<file path="config.mk">
export PLATFORM = sky130hd
export DESIGN_NAME = sar_scan_ctrl_flat
export DESIGN_NICKNAME = d
export VERILOG_FILES = /design/src/rtl/sar_scan_if.sv /design/src/rtl/sar_scan_ctrl.sv /design/src/flat_wrapper.sv
export SDC_FILE = /design/constraint.sdc
export NUM_CORES = 1
export LEC_CHECK = 0
export ABC_AREA = 1
export BUFFER_PORTS_ARGS = -buffer_cell sky130_fd_sc_hd__buf_2
export CORE_MARGIN = 2
export CORE_UTILIZATION = 30
export CTS_BUF_LIST = sky130_fd_sc_hd__clkbuf_4 sky130_fd_sc_hd__clkbuf_8 sky130_fd_sc_hd__clkbuf_16
export DETAILED_ROUTE_END_ITERATION = 10
export SLEW_MARGIN = 20
export SYNTH_ARGS = -nofsm -noshare
export SYNTH_HDL_FRONTEND = slang
export SYNTH_SLANG_ARGS = --single-unit
</file>
<file path="constraint.sdc">
create_clock -name clk -period 2.5 [get_ports clk]
set_input_delay 0.25 -clock clk [delete_from_list [all_inputs] [get_ports clk]]
set_output_delay 0.25 -clock clk [all_outputs]
set_load 0.01 [all_outputs]
</file>
<file path="src/rtl/sar_scan_if.sv">
// Conversion-sequencer bus: host controls, analog front-end controls,
// SAR result input and the tagged result handshake.
// The sequencer connects through the slave modport; the host side
// (or a bench) uses the master modport.
interface sar_scan_if #(
  parameter int PRECISION = 10,
  parameter int NUM_CH    = 4
);
  localparam int CH_W = $clog2(NUM_CH);

  logic                 start;
  logic                 continuous;
  logic                 abort;
  logic [NUM_CH-1:0]    ch_mask;
  logic [CH_W-1:0]      ch_sel;
  logic                 sample;
  logic                 sar_rst;
  logic [PRECISION-1:0] sar_data;
  logic [PRECISION-1:0] res_data;
  logic [CH_W-1:0]      res_ch;
  logic                 res_valid;
  logic                 res_ready;
  logic                 busy;
  logic                 scan_done;
  logic                 overrun;

  modport master (
    output start, continuous, abort, ch_mask, sar_data, res_ready,
    input  ch_sel, sample, sar_rst, res_data, res_ch, res_valid,
           busy, scan_done, overrun
  );

  modport slave (
    input  start, continuous, abort, ch_mask, sar_data, res_ready,
    output ch_sel, sample, sar_rst, res_data, res_ch, res_valid,
           busy, scan_done, overrun
  );
endinterface

</file>
<file path="src/rtl/sar_scan_ctrl.sv">
// sar_scan_ctrl: multi-channel SAR conversion sequencer.
// Walks the set bits of a latched channel mask. For each channel it
// settles the mux, tracks with sample high, releases sar_logic from reset
// for PRECISION+2 cycles and stores the result in a one-entry tagged
// valid/ready output register.
// Optional feature macro: SAR_SCAN_OVR_DROP_EN
//   defined   : STORE never waits; an unconsumed result is overwritten and
//               the sticky overrun flag is set.
//   undefined : STORE holds (sar_rst high) until the output slot is free;
//               overrun stays 0.
module sar_scan_ctrl #(
  parameter int PRECISION     = 10,
  parameter int NUM_CH        = 4,
  parameter int SETTLE_CYCLES = 2,
  parameter int SAMPLE_CYCLES = 4
) (
  input  logic      clk,
  input  logic      rst_n,
  sar_scan_if.slave bus
);
  localparam int CH_W   = $clog2(NUM_CH);
  localparam int CONV_W = $clog2(PRECISION + 3);
  localparam int SET_W  = $clog2(SETTLE_CYCLES + 1);
  localparam int SAM_W  = $clog2(SAMPLE_CYCLES + 1);
  localparam int PH_W   = (SET_W > SAM_W) ? SET_W : SAM_W;

  // Counters load length-1 and leave the phase when they reach zero.
  localparam logic [PH_W-1:0]   SETTLE_LD = PH_W'(SETTLE_CYCLES - 1);
  localparam logic [PH_W-1:0]   SAMPLE_LD = PH_W'(SAMPLE_CYCLES - 1);
  localparam logic [CONV_W-1:0] CONV_LD   = CONV_W'(PRECISION + 1);

  typedef enum logic [2:0] {
    S_IDLE,
    S_SELECT,
    S_SAMPLE,
    S_CONVERT,
    S_STORE
  } state_t;

  state_t               state, state_nx;
  logic [PH_W-1:0]      ph_cnt, ph_cnt_nx;
  logic [CONV_W-1:0]    conv_cnt, conv_cnt_nx;
  logic [NUM_CH-1:0]    mask_q, mask_nx;
  logic [CH_W-1:0]      ch_q, ch_nx;
  logic                 sample_q, sample_nx;
  logic                 sar_rst_q, sar_rst_nx;
  logic                 done_q, done_nx;
  logic                 store_wait, store_wait_nx;
  logic                 res_valid_q;
  logic [PRECISION-1:0] res_data_q;
  logic [CH_W-1:0]      res_ch_q;
  logic                 overrun_q;
  logic [PRECISION-1:0] pend_data;

  logic                 capture;
  logic                 ovr_set;
  logic                 slot_free;
  logic [PRECISION-1:0] cap_data;
  logic [NUM_CH-1:0]    above;
  logic                 has_next;
  logic [CH_W-1:0]      next_ch;
  logic [CH_W-1:0]      first_ch;

  // Index of the lowest set bit (0 when the mask is empty).
  function automatic logic [CH_W-1:0] lowest_set(input logic [NUM_CH-1:0] m);
    logic [CH_W-1:0] idx;
    idx = '0;
    for (int i = NUM_CH - 1; i >= 0; i--) begin
      if (m[i]) idx = CH_W'(i);
    end
    return idx;
  endfunction

  // Mask bits strictly above the current channel.
  function automatic logic [NUM_CH-1:0] bits_above(input logic [NUM_CH-1:0] m,
                                                   input logic [CH_W-1:0]   cur);
    logic [NUM_CH-1:0] r;
    for (int i = 0; i < NUM_CH; i++) begin
      r[i] = m[i] && (i > int'(cur));
    end
    return r;
  endfunction

  assign above    = bits_above(mask_q, ch_q);
  assign has_next = |above;
  assign next_ch  = lowest_set(above);
  assign first_ch = lowest_set(bus.ch_mask);

`ifdef SAR_SCAN_OVR_DROP_EN
  assign slot_free = 1'b1;
`else
  assign slot_free = !res_valid_q || bus.res_ready;
`endif

  // sar_logic clears on the first STORE edge, so a stalled STORE replays
  // the value it saw on that edge instead of the live SAR output.
  assign cap_data = store_wait ? pend_data : bus.sar_data;

  // Next-state, phase counters, channel walk and registered output controls.
  always_comb begin
    state_nx      = state;
    ph_cnt_nx     = ph_cnt;
    conv_cnt_nx   = conv_cnt;
    mask_nx       = mask_q;
    ch_nx         = ch_q;
    sample_nx     = sample_q;
    sar_rst_nx    = sar_rst_q;
    done_nx       = 1'b0;
    store_wait_nx = store_wait;
    capture       = 1'b0;
    ovr_set       = 1'b0;

    if (bus.abort) begin
      state_nx      = S_IDLE;
      mask_nx       = '0;
      sample_nx     = 1'b0;
      sar_rst_nx    = 1'b1;
      store_wait_nx = 1'b0;
      ph_cnt_nx     = '0;
      conv_cnt_nx   = '0;
    end else begin
      unique case (state)
        S_IDLE: begin
          sample_nx  = 1'b0;
          sar_rst_nx = 1'b1;
          if (bus.start && (|bus.ch_mask)) begin
            mask_nx   = bus.ch_mask;
            ch_nx     = first_ch;
            ph_cnt_nx = SETTLE_LD;
            state_nx  = S_SELECT;
          end
        end
        S_SELECT: begin
          if (ph_cnt == '0) begin
            ph_cnt_nx = SAMPLE_LD;
            sample_nx = 1'b1;
            state_nx  = S_SAMPLE;
          end else begin
            ph_cnt_nx = ph_cnt - 1'b1;
          end
        end
        S_SAMPLE: begin
          if (ph_cnt == '0) begin
            conv_cnt_nx = CONV_LD;
            sample_nx   = 1'b0;
            sar_rst_nx  = 1'b0;
            state_nx    = S_CONVERT;
          end else begin
            ph_cnt_nx = ph_cnt - 1'b1;
          end
        end
        S_CONVERT: begin
          if (conv_cnt == '0) begin
            sar_rst_nx    = 1'b1;
            store_wait_nx = 1'b0;
            state_nx      = S_STORE;
          end else begin
            conv_cnt_nx = conv_cnt - 1'b1;
          end
        end
        S_STORE: begin
          if (slot_free) begin
            capture       = 1'b1;
            store_wait_nx = 1'b0;
`ifdef SAR_SCAN_OVR_DROP_EN
            ovr_set       = res_valid_q && !bus.res_ready;
`endif
            if (has_next) begin
              ch_nx     = next_ch;
              ph_cnt_nx = SETTLE_LD;
              state_nx  = S_SELECT;
            end else begin
              done_nx = 1'b1;
              if (bus.continuous && (|bus.ch_mask)) begin
                mask_nx   = bus.ch_mask;
                ch_nx     = first_ch;
                ph_cnt_nx = SETTLE_LD;
                state_nx  = S_SELECT;
              end else begin
                mask_nx  = '0;
                state_nx = S_IDLE;
              end
            end
          end else begin
            store_wait_nx = 1'b1;
          end
        end
        default: begin
          sample_nx  = 1'b0;
          sar_rst_nx = 1'b1;
          state_nx   = S_IDLE;
        end
      endcase
    end
  end

  // Sequencer state and the registered analog/SAR controls.
  always_ff @(posedge clk or negedge rst_n) begin
    if (!rst_n) begin
      state      <= S_IDLE;
      ph_cnt     <= '0;
      conv_cnt   <= '0;
      mask_q     <= '0;
      ch_q       <= '0;
      sample_q   <= 1'b0;
      sar_rst_q  <= 1'b1;
      done_q     <= 1'b0;
      store_wait <= 1'b0;
    end else begin
      state      <= state_nx;
      ph_cnt     <= ph_cnt_nx;
      conv_cnt   <= conv_cnt_nx;
      mask_q     <= mask_nx;
      ch_q       <= ch_nx;
      sample_q   <= sample_nx;
      sar_rst_q  <= sar_rst_nx;
      done_q     <= done_nx;
      store_wait <= store_wait_nx;
    end
  end

  // Hold the SAR value seen on the first STORE edge for a stalled capture.
  always_ff @(posedge clk) begin
    if ((state == S_STORE) && !store_wait) begin
      pend_data <= bus.sar_data;
    end
  end

  // One-entry result slot; a capture wins over a same-edge consume.
  always_ff @(posedge clk or negedge rst_n) begin
    if (!rst_n) begin
      res_valid_q <= 1'b0;
      res_data_q  <= '0;
      res_ch_q    <= '0;
    end else if (capture) begin
      res_valid_q <= 1'b1;
      res_data_q  <= cap_data;
      res_ch_q    <= ch_q;
    end else if (res_valid_q && bus.res_ready) begin
      res_valid_q <= 1'b0;
    end
  end

  // Sticky overrun: cleared by a start accepted in IDLE.
  always_ff @(posedge clk or negedge rst_n) begin
    if (!rst_n) begin
      overrun_q <= 1'b0;
    end else if ((state == S_IDLE) && bus.start && !bus.abort) begin
      overrun_q <= 1'b0;
    end else if (ovr_set) begin
      overrun_q <= 1'b1;
    end
  end

  assign bus.ch_sel    = ch_q;
  assign bus.sample    = sample_q;
  assign bus.sar_rst   = sar_rst_q;
  assign bus.res_data  = res_data_q;
  assign bus.res_ch    = res_ch_q;
  assign bus.res_valid = res_valid_q;
  assign bus.busy      = (state != S_IDLE);
  assign bus.scan_done = done_q;
  assign bus.overrun   = overrun_q;
endmodule

</file>
<file path="src/flat_wrapper.sv">
// flat-port wrapper written by rule: the top's interface ports become plain ports
module sar_scan_ctrl_flat 
#(
  parameter int PRECISION     = 10,
  parameter int NUM_CH        = 4,
  parameter int SETTLE_CYCLES = 2,
  parameter int SAMPLE_CYCLES = 4
)
  (clk, rst_n, bus_start, bus_continuous, bus_abort, bus_ch_mask, bus_sar_data, bus_res_ready, bus_ch_sel, bus_sample, bus_sar_rst, bus_res_data, bus_res_ch, bus_res_valid, bus_busy, bus_scan_done, bus_overrun);
  sar_scan_if #(.PRECISION(PRECISION), .NUM_CH(NUM_CH)) bus_i ();
  input  logic clk;
  input  logic rst_n;
  input wire logic [$bits(bus_i.start)-1:0] bus_start;
  input wire logic [$bits(bus_i.continuous)-1:0] bus_continuous;
  input wire logic [$bits(bus_i.abort)-1:0] bus_abort;
  input wire logic [$bits(bus_i.ch_mask)-1:0] bus_ch_mask;
  input wire logic [$bits(bus_i.sar_data)-1:0] bus_sar_data;
  input wire logic [$bits(bus_i.res_ready)-1:0] bus_res_ready;
  output wire logic [$bits(bus_i.ch_sel)-1:0] bus_ch_sel;
  output wire logic [$bits(bus_i.sample)-1:0] bus_sample;
  output wire logic [$bits(bus_i.sar_rst)-1:0] bus_sar_rst;
  output wire logic [$bits(bus_i.res_data)-1:0] bus_res_data;
  output wire logic [$bits(bus_i.res_ch)-1:0] bus_res_ch;
  output wire logic [$bits(bus_i.res_valid)-1:0] bus_res_valid;
  output wire logic [$bits(bus_i.busy)-1:0] bus_busy;
  output wire logic [$bits(bus_i.scan_done)-1:0] bus_scan_done;
  output wire logic [$bits(bus_i.overrun)-1:0] bus_overrun;
  assign bus_i.start = bus_start;
  assign bus_i.continuous = bus_continuous;
  assign bus_i.abort = bus_abort;
  assign bus_i.ch_mask = bus_ch_mask;
  assign bus_i.sar_data = bus_sar_data;
  assign bus_i.res_ready = bus_res_ready;
  assign bus_ch_sel = bus_i.ch_sel;
  assign bus_sample = bus_i.sample;
  assign bus_sar_rst = bus_i.sar_rst;
  assign bus_res_data = bus_i.res_data;
  assign bus_res_ch = bus_i.res_ch;
  assign bus_res_valid = bus_i.res_valid;
  assign bus_busy = bus_i.busy;
  assign bus_scan_done = bus_i.scan_done;
  assign bus_overrun = bus_i.overrun;
  sar_scan_ctrl #(.PRECISION(PRECISION), .NUM_CH(NUM_CH), .SETTLE_CYCLES(SETTLE_CYCLES), .SAMPLE_CYCLES(SAMPLE_CYCLES)) u_core (.clk(clk), .rst_n(rst_n), .bus(bus_i));
endmodule
</file>
### After elaboration in Yosys (flattened, before gate mapping)

Cells that the tools add are included.

* bits in registers: 43
* input port bits: 20
* output and inout bits: 20
* logic and storage cells: 128

* $add $sub $neg: 2
* $lt $le $gt $ge: 3
* equal/unequal tests: 18
* multiplexer cells: 59
* bitwise gates (word level): 1
* reductions and logical operators: 32

Operator list (count)
* 3-bit two-way mux: 13
* 4-bit two-way mux: 8
* 2-bit two-way mux: 11
* 1-bit two-way mux: 18
* 4-bit case mux with 2 select lines: 2
* 3-bit by 2-bit inequality test with 1-bit output (second input constant): 5
* 3-bit case mux with 5 select lines: 1
* 5-bit AND reduction: 3
* 3-bit case mux with 4 select lines: 1
* 3-bit nonzero test: 4
* 10-bit two-way mux: 1
* 3-bit inequality test (second input constant): 3
* 3-bit AND reduction: 3
* 2-bit by 1-bit inequality test with 1-bit output (second input constant): 4
* 1-bit logical AND: 7
* 3-bit by 2-bit == test with 1-bit output (second input constant): 2
* 3-bit zero test: 2
* 1-bit case mux with 3 select lines: 2
* 5-bit nonzero test: 1
* 2-bit greater-than comparator (first input constant): 2
* 4-bit zero test: 1
* 4-bit by 2-bit inequality test with 1-bit output (second input constant): 1
* 2-bit case mux with 2 select lines: 1
* 4-bit AND reduction: 1
* other kinds (15): 18

### Longest topological paths before layout

Gate-level depths: netlist of run 1.

* word-level depth: 8
* depth in mapped cells: 10
* depth with buffers taken out: 10

### Least setup slack after synthesis of run 1

OpenSTA, ideal clock, no wires.

* kind: reg-to-reg
* start: register u_core.state[0]
* end: register u_core.pend_data[0] (enable)
* library setup time: 0.376 ns
* data arrival time: 1.190 ns
* data required time: 2.124 ns
* slack: 0.934 ns
* stages on the path, launching flop included: 5
* path buffers: 1
* clock period less this slack: 1.566 ns
* cell sequence: dfrtp_1 > buf_6 > nor2_4 > nand2_4 > nor2_1

* longest elaborated chain between the ends: 2

RTL lines
* from (decl): RTL line sar_scan_ctrl.sv:40 `state_t state, state_nx;`
* from (signal assigned): RTL line sar_scan_ctrl.sv:210 `state <= state_nx;`
* 3-bit == test: RTL line sar_scan_ctrl.sv:224 `if ((state == S_STORE) && !store_wait) begin`
* 1-bit logical AND: RTL line sar_scan_ctrl.sv:224
* to (signal assigned): RTL line sar_scan_ctrl.sv:225 `pend_data <= bus.sar_data;`
* to (decl): RTL line sar_scan_ctrl.sv:53 `logic [PRECISION-1:0] pend_data;`

Every way passes these cells.
A chain may end at the register's enable or synchronous reset.

### Final worst setup path of run 1

* start: register u_core.state[0]
* end: register u_core.res_data_q[6], in the netlist u_core.bus.res_data[6]

* longest elaborated chain between the ends: 3

RTL lines
* 3-bit == test: RTL line sar_scan_ctrl.sv:122 `unique case (state)`
* 1-bit two-way mux: RTL line sar_scan_ctrl.sv:122
* 1-bit two-way mux: RTL line sar_scan_ctrl.sv:113 `if (bus.abort) begin`
* to (signal assigned): RTL line sar_scan_ctrl.sv:237 `res_data_q <= cap_data;`
* to (decl): RTL line sar_scan_ctrl.sv:50 `logic [PRECISION-1:0] res_data_q;`

Every way passes these cells.

==> results by group, run 1 <==
Critical path
  • Worst EP required: 2690 ps
  • FF-to-FF Start: u_core.state[0]$_DFFE_PN0P_
  • Critical path buffers and inverters: 0
  • Most frequent CP cell: nor2_4
  • Critical Path Source: u_core.state[0]$_DFFE_PN0P_
  • Arr. time, crit path: 1820 ps
  • Largest delay share family, worst path: simple AND/OR/NAND/NOR gates
  • Largest stage delay, worst path: 490 ps
  • CP startpoint kind: flip-flop
  • CP Class: reg2reg
  • Slowest-stage cell, CP: dfrtp_1
  • Max FO, Critical Path: 25
  • Worst-path cell chain: nor2_4, nand2_4, nor2_4, nand2_2, nand2_1, o21ai_2
  • Setup crit end kind: flip-flop

Placed design
  • DP Area: 2560 um^2
  • Port bufs: 38
  • Global placer's final weighted congestion: 0.827
  • Detailed placement HPWL: 3610 um

CTS
  • Setup bufs post-CTS: 0
  • CTS Root Cell: clkbuf_8
  • Quantity of hold-fixing buffers added after cts: 0
  • Worst-path clk slew: 90 ps
  • Worst skew pair latency: 300 ps
  • Post-CTS Resized: 0
  • CTS max path bufs: 2
  • CTS sink count: 42
  • H-tree depth: 2
  • CTS tree: yes
  • Cts bufs inserted: 5

STA
  • Max Freq: 613 MHz
  • Fin Clk Skew: 10.9 ps
  • Pin slew with the least headroom to its limit: 749 ps
  • Fin. Hold Viols: 0
  • RSZ-0062 raised after global routing: false
  • Setup_tns: 0 ps
  • Setup violations, final: 0
  • Final slew viol count: 0
  • Fin crit period: 1630 ps
  • Final worst-path cycle share: 65.2%
  • Slew Limit Headroom: 50.1%

Power and ir drop
  • Leak Pwr: 1.40 nW
  • Worst ir drop on vdd: 305 uV
  • Power after layout: 2.51 mW
  • Power Dens Cells: 947 nW/um^2

Drt
  • ANT nets after route: 0
  • DR WL/cell: 11.3 um
  • Final wirelength: 4840 um
  • Vias: 1839
  • Pre-antenna DRT Iters: 4
  • Starting DRT DRC Count: 105
  • DR DRC count: 0
  • Vias per cell: 4.30

Synthesis
  • Main flop type after synthesis: dfrtp_1
  • Commonest cells post-synth: nand2_1 (93), inv_1 (38), dfrtp_1 (31), nor2_1 (25), o21ai_0 (25)
  • Ranking of synthesized cells by area: dfrtp_1 (34%), nand2_1 (15%), edfxtp_1 (13%)
  • Sequential share of the synthesized area: 48.1%
  • Net Count, Synth: 313
  • Share of the synthesized area in the top cell type: 33.9%
  • Synth async-reset ratio: 76.2%
  • Yosys cell types: 27
  • Most frequent cell after synthesis: nand2_1
  • Synth Warn #: 0
  • EDFF count, synth: 10
  • Avg Inst Size Synth: 7.93 um^2
  • Mapped Area: 2290 um^2
  • Synthesized flop and latch total: 42
  • Post-Syn Instances: 289
  • Leading area contributor after synthesis: dfrtp_1

Global route
  • GR Util met1: 17.0%
  • Most Crowded Layer GR: met2
  • First-pass GRT wire length: 8450 um
  • Largest net degree at the start of global routing: 33
  • Vias in the first global route: 1808
  • Antenna violations before repair: 0
  • Met3 Use GR: 2.99%
  • Total track usage: 12.6%
  • Grt ovf: 0
  • Met2 Use GR: 19.7%

Floorplan
  • Io pins: 40
  • Starting Density: 31.3%
  • Die Wd: 91.4 um
  • Die area: 8350 um^2
  • Die Span Y: 91.4 um
  • Core area: 7330 um^2
  • Core Rows: 31

Finish
  • Layout area overhead: 15.7%
  • Nets@finish: 352
  • Share of cells above drive strength 1: 22.5%
  • Ant diodes: 0
  • Final instance area: 2650 um^2

Run
  • Max_cap viols: 0

Hold path
  • Hold crit path type: in2async

Outcome
  • Outcome: finished clean
path summary, 6_finish.rpt:
check | endpoint | slack [ps] | cells after the start
max | u_core.bus.res_data[6]$_DFFE_PN0P_ | 870 | 6
min | u_core.conv_cnt[0]$_DFFE_PN0P_ | 10 | 1
max reg2reg | u_core.bus.res_data[6]$_DFFE_PN0P_ | 870 | 6
min reg2reg | u_core.bus.sar_rst$_DFFE_PN1P_ | 470 | 2
max in group asynchronous | u_core.state[1]$_DFFE_PN0P_ | 2010 | 1
min in group clk | u_core.pend_data[9]$_DFFE_PP_ | 130 | 1
layout make-up:
cell class                      instances  area (um^2)
Multi-Input combinational cell        200          985
Tap cell                               99          124
Inverter                               40          150
Clock inverter                          3         23.8
Timing Repair Buffer                   39          198
Fill cell                             784         4680
Sequential cell                        42         1100
Clock buffer                            5         68.8
flip-flops by register name, summed over array words and instances (netlist names), 2 cells and up:
register             count
u_core.pend_data        10
u_core.bus.ch_sel        2
u_core.ph_cnt            3
u_core.bus.res_data     10
u_core.mask_q            3
u_core.state             3
u_core.bus.res_ch        2
u_core.conv_cnt          4
report_power, final:
group | switching, mW | total, mW | internal (mW)
logic | 0.645 | 1.02 | 0.379
registers | 0.139 | 1.02 | 0.885
clock network | 0.262 | 0.462 | 0.200
total | 1.05 | 2.51 | 1.46
logic make-up (layout without fill, tap and decap cells):
family,after synthesis,count (layout),synth area share (%)
simple gates,151,151,28.8
buf+inv,47,87,8.90
compound gates,42,42,11.1
flops,42,42,48.1
fa+ha+maj,4,4,2.18
xor+xnor,2,2,0.765
other cells,1,1,0.164
cells in the final DEF, fill, tap and decap left out:
master	count
nand2_2	4
clkinvlp_4	2
clkbuf_8	5
nor2_4	3
dfrtp_1	31
buf_4	1
dfstp_2	1
o21ai_2	11
edfxtp_1	10
conb_1	1
o31ai_1	1
o21ai_1	1
buf_2	38
ha_1	4
nand4_2	1
o21ai_0	25
nand4_1	3
nand3_1	17
inv_2	2
inv_1	38
inv_6	1
xnor2_1	1
nor2_1	25
nor2_2	3
xor2_1	1
nand2_1	93
a21oi_1	4
nand2_4	2
metrics by stage:
step | hold WS (ps) | worst slack (ps) | util, % | cells
final | 9.50 | 870 | 36.2 | 428
after global routing | 64.5 | 700 | 36.2 | 428
after CTS | 35.4 | 856 | 36.2 | 428
after detailed placement | 368 | 877 | 34.9 | 420
after global placement | 358 | 932 | 34.9 | 420
after floorplan | -45.6 | 934 | - | 289
metal layers:
layer	wire length (um)	share of wire, %	vias up
li1	-	-	982
met5	0	0	-
met3	227	4.7	5
met4	58	1.2	0
met2	2180	45	43
met1	2370	49	809
worst register-to-register path: cells and delay by family (launching register included):
| family | cells | cell delay [ps] |
|---|---|---|
| DFF | 1 | 490 |
| and+or+nand+nor | 5 | 960 |
| AOI/OAI and AO/OA | 1 | 60 |
(Power assumes the default switching activity.)
==> run 2: changes to the inputs <==
clock period = 1.6 ns   (was 2.5 ns; I/O delays follow)
==> run 2 against run 1 <==
- first-iteration DRC count is 6.7% higher
- worst setup slack worse by 730 ps
- sequential cell count stayed put
- critical path depth is 2 higher
- via count is 4.8% higher
- global-route usage is 0.26 points higher
- clock skew is 7.5 ps lower
- sequential share of layout area is 1.1 points lower
- worst hold slack better by 43 ps
- design area is 2.7% higher
- count of clock-buffer cells in the layout stayed put
- critical path type unchanged
- largest cell class unchanged
- largest power group is now combinational cells
- highest routed layer unchanged
==> results by group, run 2 (synthesis results as in run 1) <==
STA
  • Setup_tns: 0 ps
  • Final worst-path cycle share: 91.5%
  • Fin Clk Skew: 3.38 ps
  • Pin slew with the least headroom to its limit: 758 ps
  • Slew Limit Headroom: 49.4%
  • Worst Hold Slack: 52.8 ps
  • Fin. Hold Viols: 0
  • Final slew viol count: 0
  • RSZ-0062 raised after global routing: false
  • Fin crit period: 1460 ps
  • Setup violations, final: 0
  • Max Freq: 683 MHz

Global route
  • Met2 Use GR: 21.3%
  • Total track usage: 12.8%
  • Grt ovf: 0
  • Largest net degree at the start of global routing: 33
  • Met3 Use GR: 2.82%
  • GR Util met1: 16.7%
  • Most Crowded Layer GR: met2
  • Vias in the first global route: 1898
  • First-pass GRT wire length: 8700 um
  • Antenna violations before repair: 0

Floorplan
  • Core area: 7330 um^2
  • Die Span Y: 91.4 um
  • Die Wd: 91.4 um
  • Die area: 8350 um^2
  • Starting Density: 31.3%
  • Core Rows: 31
  • Io pins: 40

Critical path
  • Max FO, Critical Path: 6
  • CP Class: reg2reg
  • CP startpoint kind: flip-flop
  • Worst EP required: 1780 ps
  • Setup crit end kind: flip-flop
  • Arr. time, crit path: 1650 ps

Finish
  • Most frequent cells in the layout: nand2_1 (92), buf_2 (38), inv_1 (37)
  • Nets@finish: 356
  • Share of cells above drive strength 1: 24.3%
  • Most common cell after layout, fill and taps aside: nand2_1
  • Ant diodes: 0
  • Layout area overhead: 18.9%

Drt
  • Vias per cell: 4.46
  • Starting DRT DRC Count: 112
  • Vias: 1927
  • Final wirelength: 4930 um
  • DR WL/cell: 11.4 um
  • ANT nets after route: 0
  • DR DRC count: 0
  • Pre-antenna DRT Iters: 4

Run
  • Max_cap viols: 0

CTS
  • CTS Root Cell: clkbuf_8
  • CTS tree: yes
  • CTS sink count: 42
  • Worst skew pair latency: 290 ps
  • Cts bufs inserted: 5
  • Worst-path clk slew: 80 ps
  • H-tree depth: 2
  • CTS max path bufs: 2

Outcome
  • Outcome: finished clean

Placed design
  • Global placer's final weighted congestion: 0.810
  • Detailed placement HPWL: 3700 um
  • Port bufs: 38

Power and ir drop
  • Power after layout: 4.11 mW
  • Power Dens Cells: 1510 nW/um^2
  • Leak Pwr: 1.44 nW
  • Worst ir drop on vdd: 620 uV

Hold path
  • Hold crit path type: in2reg
-- run 2: cell types whose count changed in the layout (fill, tap and decap cells not counted), sizes merged --
cell	change
clkinv	+1
dlygate4sd3	+1
buf	+3
clkinvlp	-2
bufinv	+1
-- run 2: worst paths after layout --
check,endpoint,from,slack (ps),cells past startpoint
worst max-delay path,u_core.bus.ch_sel[0]$_DFFE_PN0P_,u_core.state[0]$_DFFE_PN0P_,140,8
worst min-delay path,u_core.pend_data[4]$_DFFE_PP_,bus_sar_data[4],50,1
max in group asynchronous,u_core.bus.res_data[6]$_DFFE_PN0P_,rst_n,650,2
worst min register to register,u_core.bus.sar_rst$_DFFE_PN1P_,u_core.bus.sar_rst$_DFFE_PN1P_,460,2
min in group asynchronous,u_core.state[2]$_DFFE_PN0P_,rst_n,470,2
worst max register to register,u_core.bus.ch_sel[0]$_DFFE_PN0P_,u_core.state[0]$_DFFE_PN0P_,140,8
-- run 2: power breakdown --
group          total, mW  internal (mW)  switching, mW
Combinational       1.67          0.625           1.04
Sequential          1.59           1.38          0.208
Clock              0.852          0.468          0.384
Total               4.11           2.48           1.64
-- run 2: timing repair --
action                     in CTS  in global routing
hold endpoints to repair       31                  0
setup endpoints to repair       0                  7
resized for setup               0                  4
hold buffers                    1                  0
setup buffers                   0                  0
-- run 2: final cells by class --
cell class                 instances  area [um^2]
tap                               99          124
timing repair buffer              43          243
clock buffer                       5         68.8
fill                             783         4610
multi-input combinational        200          992
clock inverter                     3         43.8
sequential                        42         1100
inverter                          40          150
-- run 2: per-stage QoR --
step	utilization [%]	std cells	worst slack [ps]	area, um^2
final	37.2	432	136	2720
after global routing	37.2	432	6.60	2720
after CTS	37.1	432	119	2720
after detailed placement	35.4	423	129	2590
after global placement	35.4	423	156	2590
after floorplan	-	289	33.6	2290
-- run 2: per-layer routing --
layer  share of wire [%]  vias to the layer above  wire (um)
met4                0.77                        0         38
met2                  46                       44       2260
met1                  49                      882       2410
met3                 4.5                        4        223
li1                    -                      997          -
met5                   0                        -          0
-- run 2: critical path, stage by stage, from the launching register on --
cell and delay [ps]:
dfrtp_1 450, nor2_4 220, nand2_4 100, inv_1 150
nand2_1 90, nor2_1 120, nor2_1 80, o21ai_0 80
nand2_1 60
==> run 3: changes to the inputs <==
clock period = 1.25 ns   (was 1.6 ns; I/O delays follow)
==> run 3 against run 2 <==
- the run now ends with setup timing left
- worst setup slack worse by 330 ps
- first-iteration DRC count rose by 7.1%
- sequential power grew 34%
- largest cell class is now multi-input gates
==> results by group, run 3 (synthesis results as in run 1) <==
Drt
  • ANT nets after route: 0
  • Final wirelength: 6100 um
  • Vias per cell: 4.49
  • Vias: 2156
  • DR DRC count: 0
  • Pre-antenna DRT Iters: 4
  • Starting DRT DRC Count: 120
  • DR WL/cell: 12.7 um

CTS
  • CTS Root Cell: clkbuf_8
  • Cts bufs inserted: 5
  • Worst skew pair latency: 290 ps
  • CTS max path bufs: 2
  • CTS sink count: 42
  • H-tree depth: 2
  • CTS tree: yes
  • Worst-path clk slew: 80 ps

Power and ir drop
  • Logic pwr share: 53.0%
  • Sw frac: 40.6%
  • Power Dens Cells: 1950 nW/um^2
  • Clock power share: 16.0%
  • Reg power frac: 31.0%
  • Cell Int Power: 4.09 mW
  • Net Sw Power: 2.79 mW
  • Worst ir drop on vdd: 707 uV
  • Leak Pwr: 1.73 nW

Critical path
  • CP startpoint kind: flip-flop
  • Arr. time, crit path: 1620 ps
  • Setup crit end kind: flip-flop
  • CP Class: reg2reg
  • Critical Path Source: u_core.state[1]$_DFFE_PN0P_
  • FF-to-FF Start: u_core.state[1]$_DFFE_PN0P_
  • Worst EP required: 1430 ps
  • Max FO, Critical Path: 7

Finish
  • Final cell count without fillers: 480
  • Most common cell after layout, fill and taps aside: nand2_1
  • Most frequent cells in the layout: nand2_1 (64), buf_4 (41), buf_2 (37)
  • Final instance area: 3540 um^2
  • Share of cells above drive strength 1: 51.7%
  • Ant diodes: 0
  • Layout area overhead: 54.4%
  • Nets@finish: 404

Placed design
  • Global placer's final weighted congestion: 0.777
  • Port bufs: 38
  • Detailed placement HPWL: 3960 um
  • Pre-CTS WS: -187 ps
  • Placed Instances: 460
  • DP Area: 2910 um^2

Floorplan
  • Starting Density: 31.3%
  • Die Span Y: 91.4 um
  • Core area: 7330 um^2
  • Die Wd: 91.4 um
  • Core Rows: 31
  • Io pins: 40
  • Die area: 8350 um^2

Hold path
  • Hold path startpoint: bus_sar_data[6]
  • Hold crit path type: in2reg

STA
  • Fin Clk Skew: 5.95 ps
  • Max Freq: 694 MHz
  • Final worst-path cycle share: 115%
  • RSZ-0062 raised after global routing: true
  • Final Worst Setup Slack: -191 ps
  • Fin crit period: 1440 ps
  • Fin. Hold Viols: 0
  • Final slew viol count: 0
  • Setup violations, final: 42

Global route
  • Vias in the first global route: 2177
  • Grt ovf: 0
  • Total track usage: 15.2%
  • First-pass GRT wire length: 10300 um
  • Largest net degree at the start of global routing: 33
  • Antenna violations before repair: 0

Outcome
  • Violated checks: setup timing
  • Outcome: finished with violations

Run
  • Max_cap viols: 0
run 3: changes by cell type in the layout (fill, tap and decap cells not counted), sizes merged:
cell      before  now
clkbuf         5    6
nand2         99  102
buf           42   87
inv           41   39
clkinvlp       0    1
run 3: cell type report:
| type | instances | area, um^2 |
|---|---|---|
| Clock buffer | 6 | 76.3 |
| Clock inverter | 2 | 37.5 |
| Fill cell | 677 | 3790 |
| Inverter | 40 | 160 |
| Multi-Input combinational cell | 203 | 1410 |
| Sequential cell | 42 | 1110 |
| Tap cell | 99 | 124 |
| Timing Repair Buffer | 88 | 626 |
run 3: path summary, 6_finish.rpt:
check,end,slack [ps],depth (start not counted)
min in group asynchronous,u_core.ph_cnt[0]$_DFFE_PN0P_,380,3
min,u_core.pend_data[6]$_DFFE_PP_,20,1
min reg2reg,u_core.bus.sar_rst$_DFFE_PN1P_,470,2
max,u_core.bus.res_data[0]$_DFFE_PN0P_,-190,7
max in group asynchronous,u_core.bus.sar_rst$_DFFE_PN1P_,510,3
max reg2reg,u_core.bus.res_data[0]$_DFFE_PN0P_,-190,7
run 3: worst max-delay path: stages (launching register included):
cell	delay (ps)
dfrtp_2	460
nor2_4	210
nand2_4	90
nor2_4	150
buf_8	170
nand2_8	120
nand2_4	90
o21ai_2	50
run 3: per-stage QoR:
stage               utilization [%]  setup TNS, ps  hold WS, ps  power [mW]
floorplan                         -          -1190         -171        3.63
global placement               39.8          -3840          185        4.77
detailed placement             39.8          -4600          189        4.81
CTS                            44.9          -5200         14.4        6.36
global route                   48.3          -8670         8.64        7.41
finish                         48.3          -5860         19.5        6.88
run 3: repair_timing:
| action | 4_1_cts | 5_1_grt |
|---|---|---|
| endpoints found under the hold margin | 31 | 0 |
| gates cloned | 2 | 1 |
| gates resized for setup | 65 | 54 |
| setup buffers | 4 | 4 |
| hold buffers | 1 | 0 |
| setup endpoints to repair | 42 | 43 |
| pin swaps | 17 | 22 |
run 3: power by group through the flow:
stage                     sequential [mW]  combinational, mW  clock (mW)
after detailed placement             2.04               2.77           0
after floorplan                      2.10               1.53           0
after global routing                 2.17               4.06        1.18
after global placement               2.04               2.73           0
after CTS                            2.06               3.18        1.12
final                                2.13               3.65        1.10
run 3: per-layer routing:
layer	GRT usage (%)	vias to the layer above	wire, um
met1	19.1	1009	2700
met4	4.92	0	60
met5	0	-	0
met2	26.3	39	3140
met3	2.90	6	189
li1	-	1102	-
